`config.mk`:
```
export PLATFORM = sky130hd
export DESIGN_NAME = fixed_point_complex_accumulator_flat
export DESIGN_NICKNAME = d
export VERILOG_FILES = /design/src/rtl/fixed_point_complex_accumulator_pkg.sv /design/src/rtl/fixed_point_complex_accumulator_if.sv /design/src/rtl/fixed_point_complex_accumulator_sat_adder.sv /design/src/rtl/fixed_point_complex_accumulator.sv /design/src/flat_wrapper.sv
export SDC_FILE = /design/constraint.sdc
export NUM_CORES = 1
export LEC_CHECK = 0
export CAP_MARGIN = 20
export CORE_MARGIN = 4
export CORE_UTILIZATION = 45
export DETAILED_ROUTE_END_ITERATION = 8
export GPL_TIMING_DRIVEN = 0
export PLACE_DENSITY = 0.77
export RECOVER_POWER = 100
export SLEW_MARGIN = 20
export SYNTH_ARGS = -nofsm -noshare
export SYNTH_HDL_FRONTEND = slang
export SYNTH_SLANG_ARGS = --single-unit
```
`constraint.sdc`:
```
create_clock -name clk -period 3.15 [get_ports clk]
set_input_delay 0.945 -clock clk [delete_from_list [all_inputs] [get_ports clk]]
set_output_delay 0.945 -clock clk [all_outputs]
set_load 0.05 [all_outputs]
```
`src/rtl/fixed_point_complex_accumulator_pkg.sv`:
```
// Shared types and helpers for the complex accumulator: FSM state encoding,
// counter sizing and the default-width saturation limits.
package fpcacc_pkg;

    typedef enum logic {
        ACC  = 1'b0,
        DONE = 1'b1
    } state_t;

    localparam int DEF_DATA_W = 32;
    localparam logic signed [DEF_DATA_W-1:0] SAT_MAX = {1'b0, {(DEF_DATA_W-1){1'b1}}};
    localparam logic signed [DEF_DATA_W-1:0] SAT_MIN = {1'b1, {(DEF_DATA_W-1){1'b0}}};

    // A single-term block still needs a 1-bit counter.
    function automatic int cnt_width(input int terms);
        return (terms <= 1) ? 1 : $clog2(terms);
    endfunction

endpackage

```
`src/rtl/fixed_point_complex_accumulator_if.sv`:
```
// Product-in / sum-out handshake bundle between multiplier, accumulator and consumer.
interface fpcacc_if #(
    parameter int DATA_W = 32
);
    logic                     recv_val;
    logic                     recv_rdy;
    logic signed [DATA_W-1:0] pr;
    logic signed [DATA_W-1:0] pc;
    logic                     send_val;
    logic                     send_rdy;
    logic signed [DATA_W-1:0] sr;
    logic signed [DATA_W-1:0] sc;
    logic                     ovf;

    modport master (
        output recv_val, pr, pc, send_rdy,
        input  recv_rdy, send_val, sr, sc, ovf
    );

    modport slave (
        input  recv_val, pr, pc, send_rdy,
        output recv_rdy, send_val, sr, sc, ovf
    );
endinterface

```
`src/rtl/fixed_point_complex_accumulator_sat_adder.sv`:
```
// Combinational signed adder with overflow flag and optional clamp to the
// representable range.
module sat_adder #(
    parameter int DATA_W = 32,
    parameter bit SAT    = 1'b1
) (
    input  logic signed [DATA_W-1:0] a,
    input  logic signed [DATA_W-1:0] b,
    output logic signed [DATA_W-1:0] sum,
    output logic                     ovf
);
    localparam logic signed [DATA_W-1:0] MAX_V = {1'b0, {(DATA_W-1){1'b1}}};
    localparam logic signed [DATA_W-1:0] MIN_V = {1'b1, {(DATA_W-1){1'b0}}};

    // Overflow direction follows the shared operand sign.
    function automatic logic signed [DATA_W-1:0] clamp(
        input logic signed [DATA_W-1:0] raw_v,
        input logic                     neg,
        input logic                     hit
    );
        if (SAT && hit) return neg ? MIN_V : MAX_V;
        return raw_v;
    endfunction

    logic signed [DATA_W-1:0] raw;

    assign raw = a + b;
    assign ovf = (a[DATA_W-1] == b[DATA_W-1]) && (raw[DATA_W-1] != a[DATA_W-1]);
    assign sum = clamp(raw, a[DATA_W-1], ovf);

endmodule

```
`src/rtl/fixed_point_complex_accumulator.sv`:
```
// Sums NUM_TERMS complex products per block and hands the result downstream,
// holding it until accepted before clearing for the next block.
module fixed_point_complex_accumulator
    import fpcacc_pkg::*;
#(
    parameter int DATA_W    = DEF_DATA_W,
    parameter int FRAC_W    = 16,
    parameter int NUM_TERMS = 8,
    parameter bit SAT       = 1'b1
) (
    input  logic    clk,
    input  logic    reset,
    fpcacc_if.slave bus
);
    if (NUM_TERMS < 1 || FRAC_W < 0 || FRAC_W >= DATA_W) begin : g_bad_params
        $error("fixed_point_complex_accumulator: invalid NUM_TERMS/FRAC_W");
    end

    localparam int             CNT_W = cnt_width(NUM_TERMS);
    localparam logic [CNT_W-1:0] LAST = CNT_W'(NUM_TERMS - 1);

    state_t                   state_q, state_d;
    logic [CNT_W-1:0]         count_q;
    logic signed [DATA_W-1:0] acc_r, acc_c;
    logic signed [DATA_W-1:0] sum_r, sum_c;
    logic                     ovf_r, ovf_c, ovf_q;
    logic                     recv_rdy, send_val, acc_en, clr;

    sat_adder #(.DATA_W(DATA_W), .SAT(SAT)) u_add_r (
        .a(acc_r), .b(bus.pr), .sum(sum_r), .ovf(ovf_r)
    );

    sat_adder #(.DATA_W(DATA_W), .SAT(SAT)) u_add_c (
        .a(acc_c), .b(bus.pc), .sum(sum_c), .ovf(ovf_c)
    );

    always_comb begin
        state_d  = state_q;
        recv_rdy = 1'b0;
        send_val = 1'b0;
        acc_en   = 1'b0;
        clr      = 1'b0;
        case (state_q)
            ACC: begin
                recv_rdy = 1'b1;
                if (bus.recv_val) begin
                    acc_en = 1'b1;
                    if (count_q == LAST) state_d = DONE;
                end
            end
            DONE: begin
                send_val = 1'b1;
                if (bus.send_rdy) begin
                    clr     = 1'b1;
                    state_d = ACC;
                end
            end
            default: state_d = ACC;
        endcase
    end

    // Registered sums feed the outputs directly; reset drops any partial block.
    always_ff @(posedge clk or negedge reset) begin
        if (!reset) begin
            state_q <= ACC;
            count_q <= '0;
            acc_r   <= '0;
            acc_c   <= '0;
            ovf_q   <= 1'b0;
        end else begin
            state_q <= state_d;
            if (acc_en) begin
                acc_r   <= sum_r;
                acc_c   <= sum_c;
                ovf_q   <= ovf_q | ovf_r | ovf_c;
                count_q <= (count_q == LAST) ? '0 : count_q + 1'b1;
            end else if (clr) begin
                acc_r <= '0;
                acc_c <= '0;
                ovf_q <= 1'b0;
            end
        end
    end

    assign bus.recv_rdy = recv_rdy;
    assign bus.send_val = send_val;
    assign bus.sr       = acc_r;
    assign bus.sc       = acc_c;
    assign bus.ovf      = ovf_q;

endmodule

```
`src/flat_wrapper.sv`:
```
// flat-port wrapper written by rule: the top's interface ports become plain ports
module fixed_point_complex_accumulator_flat import fpcacc_pkg::*;
#(
    parameter int DATA_W    = DEF_DATA_W,
    parameter int FRAC_W    = 16,
    parameter int NUM_TERMS = 8,
    parameter bit SAT       = 1'b1
)
  (clk, reset, bus_recv_val, bus_pr, bus_pc, bus_send_rdy, bus_recv_rdy, bus_send_val, bus_sr, bus_sc, bus_ovf);
  fpcacc_if #(.DATA_W(DATA_W)) bus_i ();
  input  logic clk;
  input  logic reset;
  input wire logic [$bits(bus_i.recv_val)-1:0] bus_recv_val;
  input wire logic [$bits(bus_i.pr)-1:0] bus_pr;
  input wire logic [$bits(bus_i.pc)-1:0] bus_pc;
  input wire logic [$bits(bus_i.send_rdy)-1:0] bus_send_rdy;
  output wire logic [$bits(bus_i.recv_rdy)-1:0] bus_recv_rdy;
  output wire logic [$bits(bus_i.send_val)-1:0] bus_send_val;
  output wire logic [$bits(bus_i.sr)-1:0] bus_sr;
  output wire logic [$bits(bus_i.sc)-1:0] bus_sc;
  output wire logic [$bits(bus_i.ovf)-1:0] bus_ovf;
  assign bus_i.recv_val = bus_recv_val;
  assign bus_i.pr = bus_pr;
  assign bus_i.pc = bus_pc;
  assign bus_i.send_rdy = bus_send_rdy;
  assign bus_recv_rdy = bus_i.recv_rdy;
  assign bus_send_val = bus_i.send_val;
  assign bus_sr = bus_i.sr;
  assign bus_sc = bus_i.sc;
  assign bus_ovf = bus_i.ovf;
  fixed_point_complex_accumulator #(.DATA_W(DATA_W), .FRAC_W(FRAC_W), .NUM_TERMS(NUM_TERMS), .SAT(SAT)) u_core (.clk(clk), .reset(reset), .bus(bus_i));
endmodule
```
Yosys cells after proc, flatten, opt, wreduce, memory -nomap -nowiden
Cells that the tools add are included.

$add $sub $neg: 3. Equality and inequality tests: 5. Mux-type cells: 24. Bitwise gates (word level): 3. Reductions and logical operators: 3.

Operators with widths (number): $mux 32 (9); $add 32x32->32 (2); $mux 1 (13); $add 3x1->3 const B (1); $eq 3x3->1 const B (1); $mux 3 (1); $eq 1x1->1 (2); $logic_and 1x1->1 (2); $ne 1x1->1 (2); $or 1x1->1 (2); $pmux 1 s2 (1); $reduce_bool 2->1 (1); $not 1->1 (1).

Register bits: 69. Output and inout bits: 67.

Longest topological paths before layout
Depth after elaboration: 6. Mapped depth: 12.

Cells and area by module
Synthesis repeated with hierarchy kept, for this count alone.

Cell total of the unflattened synthesis: 804. Area, all modules: 7362.1 µm².

Modules (own cells, without submodules): fixed_point_complex_accumulator (times used 1, cells an instance 232, area an instance 3221.8 µm², sequential area each 1726.7 µm²); sat_adder (u_core.u_add_r) (times used 1, cells an instance 299, area an instance 2109.5 µm², sequential area each 0.0 µm²); sat_adder (u_core.u_add_c) (times used 1, cells an instance 273, area an instance 2030.7 µm², sequential area each 0.0 µm²).

Worst setup path before layout
No wires, ideal clock.

Path kind: input-to-reg. Start point: input port bus_pc[0]. End point: register u_core.acc_c[28] (netlist: u_core.bus.sc[28]). Library setup time: 0.126 ns. Data arrival time: 3.360 ns. Path slack: -0.336 ns. Stages on the path: 12. Cell sequence: ha_1 > inv_1 > fa_1 > nand2b_1 > a21o_1 > a31o_1 > a31oi_2 > a2111oi_4 > nor4_2 > nor3_2 > xnor2_1 > a221o_1.

Longest elaborated chain between the ends: 6.

RTL lines: start: declaration (RTL line flat_wrapper.sv:15) `input wire logic [$bits(bus_i.pc)-1:0] bus_pc;`; $add 32x32->32 * (RTL line fixed_point_complex_accumulator_sat_adder.sv:27) `assign raw = a + b;`; $ne 1x1->1 (RTL line fixed_point_complex_accumulator_sat_adder.sv:28) `assign ovf = (a[DATA_W-1] == b[DATA_W-1]) && (raw[DATA_W-1] != a[DATA_W-1]);`; $logic_and 1x1->1 (RTL line fixed_point_complex_accumulator_sat_adder.sv:28); $mux 1 (RTL line fixed_point_complex_accumulator_sat_adder.sv:21) `if (SAT && hit) return neg ? MIN_V : MAX_V;`; $mux 32 * (RTL line fixed_point_complex_accumulator_sat_adder.sv:22) `return raw_v;`; $mux 32 * (RTL line fixed_point_complex_accumulator.sv:72) `if (acc_en) begin`; end signal: assignment (RTL line fixed_point_complex_accumulator.sv:74) `acc_c <= sum_c;`; end: declaration (RTL line fixed_point_complex_accumulator.sv:24) `logic signed [DATA_W-1:0] acc_r, acc_c;`.

Every way passes the cells marked *; elsewhere a longest branch is shown, timed or not. A chain may end at the register's enable or synchronous reset.

Worst setup path in the final report
Start point: input port bus_pc[0]. End point: register u_core.acc_c[26] (netlist: u_core.bus.sc[26]).

Same word-level chain as after synthesis.

==> flow_metrics.py <==
metrics = {
    "synthesis": {
        "synth_top_flop_cell": "dfrtp_1",
        "synth_area_leaders": "dfrtp_1 (29%), ha_1 (13%), nand2_1 (8.2%), o21ai_0 (5.7%), a21oi_1 (4.8%)",
        "yosysTopAreaCellShare_pct": 28.6,
        "yosysWarnings": 0,
        "postSynthNetCount": 881,
        "synth_cells": 747,
        "synthArstFlopShare_pct": 100,
        "synth_seq_area_share_pct": 28.6,
        "synth_edf_count": 0,
        "mappedNetlistArea_sq_mm": 0.00604,
        "yosysTopAreaCell": "dfrtp_1",
        "netlist-cell-type-count": 68,
        "ys_ff_latch": 69,
        "syn_area_per_cell_sq_um": 8.09,
    },
    "run_status": {
        "status": "complete, but fails checks",
        "violations": "capacitance limit, slew limit, setup timing",
    },
    "timing": {
        "layout_min_cycle_time_ps": 3180,
        "tns_ps": -31.1,
        "tightest_slew_ps": 1950,
        "final_hold_viol_count": 0,
        "rsz0062_at_grt": "true",
        "final.setup_skew_ps": 8.31,
        "fmax_mhz": 314,
        "period_share_pct": 101,
        "final-max-slew-violation-count": 35,
        "max-slew-margin-rel_pct": -30.2,
        "fin_ws_ps": -31.1,
        "final-setup-viol-count": 1,
    },
    "grt": {
        "antenna_found_initial": 1,
        "track_usage_pct": 27.0,
        "grt_pass1_vias": 6745,
        "grt_overflow": 0,
        "grt_max_degree": 37,
        "grt_pass1_wl_microns": 32600,
    },
    "floorplan": {
        "die_h_microns": 124,
        "core_sq_mm": 0.0132,
        "start_util_pct": 45.8,
        "num_rows": 42,
        "io_pins": 135,
        "die_area_sq_mm": 0.0153,
        "die_w_microns": 124,
    },
    "clock_tree": {
        "path_clk_slew_ps": 60,
        "clock_sinks": 69,
        "cts_tree": "built",
        "clkLatencyLatePin_ps": 350,
        "clockRootBuffer": "clkbuf_16",
        "cts-buffers-inserted": 9,
        "cts_max_level": 3,
        "cts.path.max_buffers": 2,
        "hold_buffers": 0,
    },
    "drt": {
        "drt-initial-drc-count": 628,
        "drc": 0,
        "wl_per_cell_microns": 19.1,
        "first_pass_iters": 5,
        "postRouteWirelength_microns": 21600,
        "ant_nets": 0,
        "vias_per_cell": 5.92,
        "vias": 6693,
    },
    "worst_setup_path": {
        "worst_path_max_delay_cell": "fa_2",
        "cp-end-kind": "flop",
        "crit_start": "bus_pc[0]",
        "crit_path_start_kind": "input port",
        "rr_startpoint": "u_core.bus.sc[1]$_DFFE_PN0P_",
        "arrival_ps": 3420,
        "critPathKind": "in -> reg",
        "max_stage_delay_ps": 330,
        "cp.required_ps": 3390,
        "crit_family": "compound AO/OA/AOI/OAI gates",
        "cp_max_fo": 4,
        "worst-path-buf-inv": 3,
        "worstPathCellList": "buf_6 > ha_4 > inv_2 > fa_2 > nand2b_4 > a21o_1 > a31o_1 > a31oi_4 > a2111oi_4 > buf_4 > nor3b_2 > mux2i_1 > nand3_1 > a22o_1",
    },
    "layout": {
        "final_util_pct": 72.6,
        "stdcell_count": 1131,
        "n_antenna_cell": 0,
        "syn_to_final_growth_pct": 58.5,
        "postLayoutCellArea_sq_mm": 0.00958,
        "drive_above_1_share_pct": 27.3,
        "layout.nets": 1089,
    },
    "placed_design": {
        "gp_congestion": 0.928,
        "place_hpwl_microns": 13500,
        "place_area_sq_mm": 0.00775,
        "port_buffers": 134,
        "place_inst": 1058,
    },
    "power_and_ir_drop": {
        "power_w": 0.0123,
        "comb_power_share_pct": 77.4,
        "max-vdd-ir-drop_mv": 0.779,
        "leakage_nw": 4.16,
        "power_frac_clock_pct": 7.4,
        "p_switching_w": 0.00633,
        "p_per_area_mw_per_mm2": 1280,
        "pwr-share-seq_pct": 15.3,
        "p_int_w": 0.00596,
        "netSwitchingFraction_pct": 51.5,
    },
    "worst_hold_path": {
        "hp-class": "reg -> reg",
        "hp-start": "u_core.bus.ovf$_DFFE_PN0P_",
    },
    "job": {
        "maxCapViolCount": 1,
    },
}
-- area by class of cell --
class,instances,area [sq um]
Timing Repair Buffer,202,1810
Fill cell,911,3610
Multi-Input combinational cell,640,5390
Tap cell,176,220
Sequential cell,69,1730
Buffer,16,129
Clock buffer,11,243
Inverter,17,63.8
-- kinds of logic (layout without fill, tap and decap cells) --
kind of cell,Yosys count,after routing,synth area share (%)
compound gates,239,239,25.6
flops,69,69,28.6
xor+xnor,48,48,6.96
buf+inv,38,246,2.59
mux,8,8,1.41
simple gates,279,279,21.0
fa+ha+maj,66,66,13.9
-- worst register-to-register path: cells and delay by family (launching register included) --
| kind | cells | cell delay [ps] |
|---|---|---|
| AO/OA/AOI/OAI | 5 | 1060 |
| flip-flops | 1 | 480 |
| AND/OR/NAND/NOR | 3 | 440 |
| adder cells (fa/ha/maj) | 1 | 400 |
| buffers and inverters | 2 | 280 |
| multiplexers | 1 | 210 |
-- power by group through the flow --
stage / registers (W) / clock network [W] / logic (W)
after CTS: 0.00186 / 0.000928 / 0.00865
after global placement: 0.00175 / 0 / 0.00717
after floorplan: 0.00310 / 0 / 0.00398
after global routing: 0.00194 / 0.000965 / 0.0102
final: 0.00188 / 0.000906 / 0.00951
after detailed placement: 0.00176 / 0 / 0.00727
-- path summary, 6_finish.rpt --
| kind | end | slack, ps | cells past startpoint |
|---|---|---|---|
| min in group asynchronous | u_core.bus.sc[7]$_DFFE_PN0P_ | 1140 | 1 |
| max in group asynchronous | u_core.bus.sc[25]$_DFFE_PN0P_ | 490 | 2 |
| worst max register to register | u_core.bus.sc[26]$_DFFE_PN0P_ | 150 | 12 |
| worst min-delay path | u_core.bus.ovf$_DFFE_PN0P_ | 470 | 2 |
| worst min register to register | u_core.bus.ovf$_DFFE_PN0P_ | 470 | 2 |
| worst max-delay path | u_core.bus.sc[26]$_DFFE_PN0P_ | -30 | 14 |
-- metal layers --
layer / vias to the layer above / track usage [%] / share of wire (%)
met2: 280 / 47.3 / 51
met4: 2 / 11.1 / 3.5
met3: 69 / 6.99 / 6.7
li1: 3103 / - / -
met1: 3239 / 31.1 / 39
met5: - / 0 / 0.037
-- cells in the final DEF (no fill, tap or decap), types with 14 or more instances in the layout --
master,synthesis,final
nand2_1,132,128
dfrtp_1,69,69
dlygate4sd3_1,0,63
buf_4,0,61
ha_4,0,48
nor2_1,55,41
a21oi_1,58,41
o21ai_0,69,40
o21ai_1,14,32
xnor2_1,31,31
a21o_1,26,24
dlygate4sd2_1,0,22
clkdlybuf4s50_1,0,22
xor2_1,17,17
nand3_1,20,15
inv_1,17,15
ha_1,64,15
buf_6,1,14
-- sequential cells by signal (all words and copies together) (netlist names) --
| signal | cells |
|---|---|
| u_core.bus.sc | 32 |
| u_core.bus.sr | 32 |
| u_core.count_q | 3 |
| u_core.bus.ovf | 1 |
| u_core.state_q | 1 |
-- cells in the mapped netlist (4+ instances only) --
cell type,instances
clkbuf_1,15
a21oi_1,58
inv_1,17
nand2_1,132
a22o_1,4
nor2b_1,6
nand3_1,20
xor2_1,17
nand2b_1,6
a211oi_1,5
mux2i_1,7
a21o_1,26
o21bai_1,5
a31oi_1,5
xnor2_1,31
a221o_1,4
nor3_1,12
nor2_1,55
o21ai_0,69
ha_1,64
o21a_1,5
or3_1,5
and2_1,12
buf_2,5
o211ai_1,8
o21ai_1,14
and3_1,11
dfrtp_1,69
-- per-stage QoR --
| step | hold WS (ps) | setup WS [ps] |
|---|---|---|
| 2_1_floorplan | 450 | -29.3 |
| 3_3_place_gp | 459 | -1410 |
| 3_5_place_dp | 467 | -1140 |
| 4_1_cts | 479 | -5.81 |
| 5_1_grt | 486 | -85.9 |
| 6_report | 473 | -31.1 |
-- timing repair --
| action | in CTS | in global routing |
|---|---|---|
| buffers inserted | 45 | 20 |
| gates resized for setup | 211 | 114 |
| pin swaps | 76 | 63 |
| setup endpoints to repair | 64 | 61 |
| cloned | 3 | 0 |
(Power assumes the default switching activity.)
